### src/rtl/keypad_scanner.sv
// 4x4 matrix keypad scanner: rotating active-low row drive, per-scan debounce FSM,
// and an 8-digit entry register for the 7-segment display.
module keypad_scanner #(
  parameter int SCAN_DIV  = 100000,
  parameter int DEB_SCANS = 20
) (
  input  logic        CLK,
  input  logic        RST,
  input  logic [3:0]  COL,
  output logic [3:0]  ROW,
  output logic [3:0]  KEY,
  output logic        KEY_VALID,
  output logic        PRESSED,
  output logic [31:0] DIGITS
);

  localparam int               DIV_W     = $clog2(SCAN_DIV);
  localparam logic [DIV_W-1:0] DIV_LAST  = DIV_W'(SCAN_DIV - 1);
  localparam logic [7:0]       DEB_LIMIT = 8'(DEB_SCANS);

  typedef enum logic [1:0] {IDLE, DEBOUNCE, HELD, RELEASE} state_e;

  logic [3:0]       colMeta_q, colSync_q;
  logic [DIV_W-1:0] divCnt_q;
  logic [3:0]       row_q;
  logic [1:0]       rowIdx_q;
  logic             scanSeen_q, scanMulti_q;
  logic [3:0]       scanCode_q;
  state_e           state_q;
  logic [7:0]       count_q;
  logic [3:0]       cand_q;
  logic [3:0]       key_q;
  logic             keyValid_q;
  logic             pressed_q;
  logic [31:0]      digits_q;

  logic             sampleNow, evalNow;
  logic [3:0]       colLow;
  logic             rowSingle, rowMulti;
  logic [1:0]       rowCol;
  logic             scanNone, scanSingle;
  logic [3:0]       scanCode;
  logic [7:0]       count_d;
  logic [31:0]      digits_d;

  function automatic logic [3:0] codeOf(input logic [1:0] r, input logic [1:0] c);
    logic [3:0] code;
    case ({r, c})
      4'b00_00: code = 4'h1;
      4'b00_01: code = 4'h2;
      4'b00_10: code = 4'h3;
      4'b00_11: code = 4'hA;
      4'b01_00: code = 4'h4;
      4'b01_01: code = 4'h5;
      4'b01_10: code = 4'h6;
      4'b01_11: code = 4'hB;
      4'b10_00: code = 4'h7;
      4'b10_01: code = 4'h8;
      4'b10_10: code = 4'h9;
      4'b10_11: code = 4'hC;
      4'b11_00: code = 4'hE;
      4'b11_01: code = 4'h0;
      4'b11_10: code = 4'hF;
      default:  code = 4'hD;
    endcase
    return code;
  endfunction

  always_ff @(posedge CLK) begin
    if (RST) begin
      colMeta_q <= 4'hF;
      colSync_q <= 4'hF;
    end else begin
      colMeta_q <= COL;
      colSync_q <= colMeta_q;
    end
  end

  assign sampleNow = (divCnt_q == DIV_LAST);
  assign evalNow   = sampleNow && (rowIdx_q == 2'd3);

  // The row advances on the same edge its last settled column sample is taken.
  always_ff @(posedge CLK) begin
    if (RST) begin
      divCnt_q <= '0;
      row_q    <= 4'b1110;
      rowIdx_q <= 2'd0;
    end else if (sampleNow) begin
      divCnt_q <= '0;
      row_q    <= {row_q[2:0], row_q[3]};
      rowIdx_q <= rowIdx_q + 2'd1;
    end else begin
      divCnt_q <= divCnt_q + DIV_W'(1);
    end
  end

  always_comb begin
    colLow    = ~colSync_q;
    rowSingle = 1'b0;
    rowMulti  = 1'b0;
    rowCol    = 2'd0;
    case (colLow)
      4'b0000: rowSingle = 1'b0;
      4'b0001: begin rowSingle = 1'b1; rowCol = 2'd0; end
      4'b0010: begin rowSingle = 1'b1; rowCol = 2'd1; end
      4'b0100: begin rowSingle = 1'b1; rowCol = 2'd2; end
      4'b1000: begin rowSingle = 1'b1; rowCol = 2'd3; end
      default: rowMulti = 1'b1;
    endcase
  end

  // Scan verdict combines the rows already seen with the row being sampled now.
  assign scanNone   = !scanSeen_q && !scanMulti_q && !rowSingle && !rowMulti;
  assign scanSingle = !scanMulti_q && !rowMulti && (scanSeen_q ^ rowSingle);
  assign scanCode   = scanSeen_q ? scanCode_q : codeOf(rowIdx_q, rowCol);

  always_ff @(posedge CLK) begin
    if (RST) begin
      scanSeen_q  <= 1'b0;
      scanMulti_q <= 1'b0;
      scanCode_q  <= 4'h0;
    end else if (evalNow) begin
      scanSeen_q  <= 1'b0;
      scanMulti_q <= 1'b0;
      scanCode_q  <= 4'h0;
    end else if (sampleNow) begin
      scanSeen_q  <= scanSeen_q | rowSingle;
      scanMulti_q <= scanMulti_q | rowMulti | (scanSeen_q & rowSingle);
      if (!scanSeen_q && rowSingle) begin
        scanCode_q <= codeOf(rowIdx_q, rowCol);
      end
    end
  end

  assign count_d = (count_q == 8'hFF) ? 8'hFF : count_q + 8'd1;

  always_comb begin
    digits_d = digits_q;
    if (cand_q <= 4'd9) begin
      digits_d = {digits_q[27:0], cand_q};
    end else if (cand_q == 4'hC) begin
      digits_d = 32'hFFFF_FFFF;
    end else if (cand_q == 4'hB) begin
      digits_d = {4'hF, digits_q[31:4]};
    end
  end

  always_ff @(posedge CLK) begin
    if (RST) begin
      state_q    <= IDLE;
      count_q    <= 8'd0;
      cand_q     <= 4'h0;
      key_q      <= 4'h0;
      keyValid_q <= 1'b0;
      pressed_q  <= 1'b0;
      digits_q   <= 32'hFFFF_FFFF;
    end else begin
      keyValid_q <= 1'b0;
      if (evalNow) begin
        case (state_q)
          IDLE: begin
            if (scanSingle) begin
              cand_q  <= scanCode;
              count_q <= 8'd1;
              state_q <= DEBOUNCE;
            end
          end
          DEBOUNCE: begin
            if (scanSingle && (scanCode == cand_q)) begin
              count_q <= count_d;
              if (count_d >= DEB_LIMIT) begin
                state_q    <= HELD;
                pressed_q  <= 1'b1;
                key_q      <= cand_q;
                keyValid_q <= 1'b1;
                digits_q   <= digits_d;
              end
            end else begin
              state_q <= IDLE;
            end
          end
          HELD: begin
            if (scanNone) begin
              count_q <= 8'd1;
              state_q <= RELEASE;
            end
          end
          RELEASE: begin
            if (scanNone) begin
              count_q <= count_d;
              if (count_d >= DEB_LIMIT) begin
                state_q   <= IDLE;
                pressed_q <= 1'b0;
              end
            end else begin
              state_q <= HELD;
            end
          end
          default: state_q <= IDLE;
        endcase
      end
    end
  end

  assign ROW       = row_q;
  assign KEY       = key_q;
  assign KEY_VALID = keyValid_q;
  assign PRESSED   = pressed_q;
  assign DIGITS    = digits_q;

endmodule
### config.mk
export PLATFORM = sky130hd
export DESIGN_NAME = keypad_scanner
export DESIGN_NICKNAME = d
export VERILOG_FILES = /design/src/rtl/keypad_scanner.sv
export SDC_FILE = /design/constraint.sdc
export NUM_CORES = 1
export LEC_CHECK = 0
export ABC_AREA = 1
export CAP_MARGIN = 5
export CORE_UTILIZATION = 43
export DETAILED_ROUTE_END_ITERATION = 6
export GPL_TIMING_DRIVEN = 0
export PLACE_DENSITY_LB_ADDON = 0.2
export SYNTH_ARGS = -nofsm -noshare
export SYNTH_HDL_FRONTEND = slang
export SYNTH_SLANG_ARGS = --single-unit
### constraint.sdc
create_clock -name CLK -period 3.2 [get_ports CLK]
set_clock_uncertainty 0.15 [all_clocks]
set_input_delay 0.8 -clock CLK [delete_from_list [all_inputs] [get_ports CLK]]
set_output_delay 0.8 -clock CLK [all_outputs]
set_load 0.01 [all_outputs]
==> summary.txt, run 1 <==
Leakage: 2.326 nW
Worst Path Required: 3.29 ns
Min-Delay Path Depth: 1
Unique masters post-synth: 36
CP peak stage delay: 0.35 ns
CTS clk-pin slew, worst paths: 0.09 ns
Final Cycle Share: 0.9234
CP Launch Type: flip-flop
Async S/R FF share, synth: 0
Skew-Pair Late Insertion Delay: 0.37 ns
CTS Hold Bufs: 0
Initial antenna violation count: 0
Final hold vios: 0
Power Internal: 1.513 mW
#FFs+latches synth: 89
Diode count: 0
Remaining Overflow, GRT: 0
Worst-Margin Slew: 0.8286 ns
# setup viols final: 0
Fmax: 338.4 MHz
Placed cells: 823
Post-route ant nets: 0
Clk pwr share: 0.402
WL final: 11200 um
Layout area overhead: 20.41%
Rows: 36
Drt drc: 0
I/O Pins: 48
Ys Warns: 0
Max IR drop VDD: 0.0002228 V
Number of buffers created by CTS: 9
Port bufs: 47
Cell mode on critical path: nand2_1
Net switching power: 505.1 uW
Max_slew headroom: 0.4418
TritonCTS clock tree: built
Mean area per synthesized cell: 6.894 um2
Total GRT Usage: 0.2168
Register-to-Register Path Depth: 20
HPWL Detailed: 8074 um
CP Depth: 20
Starting Density: 0.4494
DRC violation total after the first TritonRoute iteration: 271
Net Sw Frac: 0.2502
Die area: 0.01072 mm2
Setup CP Type: reg2reg
Crit. End Element: flip-flop
Vias/cell: 5.225
Hold WC Path Type: reg2reg
Post-synth EDFFs: 0
Top delay family on crit path: simple AND/OR/NAND/NOR gates
Outcome: finished, final reports clean
Die height: 103.5 um
CTS Sinks: 89
Share of cells above drive strength 1: 0.08873
Core area: 0.009864 mm2
Gate power share: 0.044
Power Density: 378.2 mW/mm2
Syn nets: 660
Pin count of the biggest net entering global routing: 17
Sequential power share: 0.554
Dominant register cell in the synthesized netlist: dfxtp_1
WP buf/inv: 3
Clock Tree Buf Depth: 2
Nets: 722
Hold WS: 0.2632 ns
CP max-delay cell: dfxtp_2
Sequential fraction of the synthesis area: 0.4019
Synthesized area: 0.004433 mm2
Critical path, cell by cell: inv_1 > nor2_1 > nand2_2 > nand2_4 > inv_1 > ha_1 > or2_1 > nand3_2 > nand3_2 > o21ai_2 > nand2_1 > nand2_1 > nand2_1 > nor2_2 > nand3_2 > nor2_4 > nand2_4 > buf_2 > nand2_1 > nand3_1
Critical Path Fanout Max: 8
RSZ-0062 raised after global routing: no
Width of the die: 103.5 um
CTS HTree Levels: 3
Root Driver: clkbuf_8
Fin crit period: 2.955 ns
Routed wire length per instance: 13.29 um
Worst path arrival time: 3.05 ns
DR pass1 iterations: 5
Post-route insts no fill: 843
Vias: 4405
Routability cong.: 0.8603
Pins Over Slew Limit: 0
Vias in the first global route: 4099
Cells after Synth: 643
First-pass GRT wire length: 19090 um
Final TNS setup: 0 ns
Max-Cap Viols: 0
Tot Pwr: 2.018 mW
## worst reg2reg max path, delay by kind of cell, from the launching register on
family,cells,cell delay [ns]
flops,1,0.35
fa+ha+maj,1,0.26
buf+inv,3,0.34
simple gates,15,1.66
compound gates,1,0.08
## path summary, 6_finish.rpt
check                                from                       to  slack, ns
hold / removal    colMeta_q[2]$_SDFF_PP1_  colSync_q[2]$_SDFF_PP1_       0.26
setup / recovery  colSync_q[0]$_SDFF_PP1_  DIGITS[24]$_SDFFE_PP1P_       0.25
setup reg to reg  colSync_q[0]$_SDFF_PP1_  DIGITS[24]$_SDFFE_PP1P_       0.25
hold reg to reg   colMeta_q[2]$_SDFF_PP1_  colSync_q[2]$_SDFF_PP1_       0.26
## per-stage QoR
| stage | util | setup WS [ns] | cell area (um2) |
|---|---|---|---|
| final | 0.5411 | 0.2451 | 5338 |
| after global routing | 0.5411 | 0.01733 | 5338 |
| after CTS | 0.5345 | 0.1573 | 5273 |
| after detailed placement | 0.5140 | 0.1766 | 5070 |
| after global placement | 0.5140 | 0.2442 | 5070 |
| after floorplan | - | 0.5918 | 4433 |
## cells by family (layout without fill, tap and decap cells)
kind of cell             after synthesis  in the layout  synth area share
AND/OR/NAND/NOR                      323            323            0.3229
AO/OA/AOI/OAI                        120            120            0.1448
buffers and inverters                 93            160           0.08552
flip-flops                            89             89            0.4019
adder cells (fa/ha/maj)               11             11           0.03105
XOR/XNOR                               7              7           0.01383
## synth_stat cells, types with 2 or more instances
library cell | n | share of area
ha_1 | 11 | 0.031
nor4_1 | 2 | 0.0028
o21ai_0 | 57 | 0.064
clkbuf_1 | 15 | 0.013
nor3_1 | 9 | 0.010
o211ai_1 | 5 | 0.0085
or2_2 | 10 | 0.014
a211oi_1 | 3 | 0.0051
nor2_2 | 4 | 0.0056
nand2_1 | 164 | 0.14
dfxtp_1 | 89 | 0.40
xor2_1 | 6 | 0.012
nand3_1 | 59 | 0.067
a21oi_1 | 42 | 0.047
inv_2 | 5 | 0.0042
buf_2 | 5 | 0.0056
or2_1 | 3 | 0.0042
nand3_2 | 5 | 0.011
nand4_1 | 5 | 0.0071
buf_6 | 2 | 0.0051
a31oi_1 | 8 | 0.011
nand2_2 | 4 | 0.0056
nor2_1 | 54 | 0.046
inv_1 | 64 | 0.054
## cells in the final DEF (no fill, tap or decap), types with 4 or more instances in the layout
cell type | netlist | layout
clkbuf_1 | 15 | 15
ha_1 | 11 | 11
inv_2 | 5 | 5
xor2_1 | 6 | 6
a21oi_1 | 42 | 42
nor3_1 | 9 | 9
nor2_1 | 54 | 54
clkdlybuf4s50_1 | 0 | 47
or2_2 | 10 | 10
dfxtp_1 | 89 | 87
nand4_1 | 5 | 5
a31oi_1 | 8 | 8
nand3_1 | 59 | 59
clkbuf_8 | 0 | 9
nor2_2 | 4 | 4
nand3_2 | 5 | 5
inv_1 | 64 | 64
buf_6 | 2 | 6
nand2_1 | 164 | 164
o211ai_1 | 5 | 5
o21ai_0 | 57 | 57
## layout make-up
cell class	instances	area, um2
buffer	23	130.1
clock buffer	9	123.9
clock inverter	7	78.83
fill	997	4527
inverter	70	270.3
multi-input combinational	461	2282
sequential	89	1784
tap	133	166.4
timing repair buffer	51	501.7
## what timing repair did
action / 4_1_cts / 5_1_grt
endpoints found under the setup margin: 0 / 33
gates resized for setup: 0 / 16
buffers inserted: 0 / 2
## flip-flops by register name (all words and copies together) (netlist names)
signal       flops
DIGITS          32
KEY              4
KEY_VALID        1
PRESSED          1
ROW              4
cand_q           4
colMeta_q        4
colSync_q        4
count_q          8
divCnt_q        17
rowIdx_q         2
scanCode_q       4
scanMulti_q      1
scanSeen_q       1
state_q          2
## power by group through the flow
stage          Clock [mW]  Sequential, mW  Combinational [mW]
2_1_floorplan           0            1.14              0.0642
3_3_place_gp            0            1.14              0.0865
3_5_place_dp            0            1.14              0.0892
4_1_cts             0.828            1.12              0.0899
5_1_grt             0.873            1.12               0.105
6_report            0.811            1.12              0.0895
## per-layer routing
layer | part of all wire | routed length, um | track usage
met1 | 0.46 | 5198 | 0.2831
met5 | 0 | 0 | 0
met2 | 0.47 | 5282 | 0.3547
met3 | 0.050 | 557 | 0.04657
met4 | 0.015 | 164 | 0.07143
(Power assumes the default switching activity.)
==> run 2, diff against run 1 <==
- SKIP_LAST_GASP: unset -> 1
==> results of run 2 <==
Final layout, timing and power as in run 1 (identical DEF).
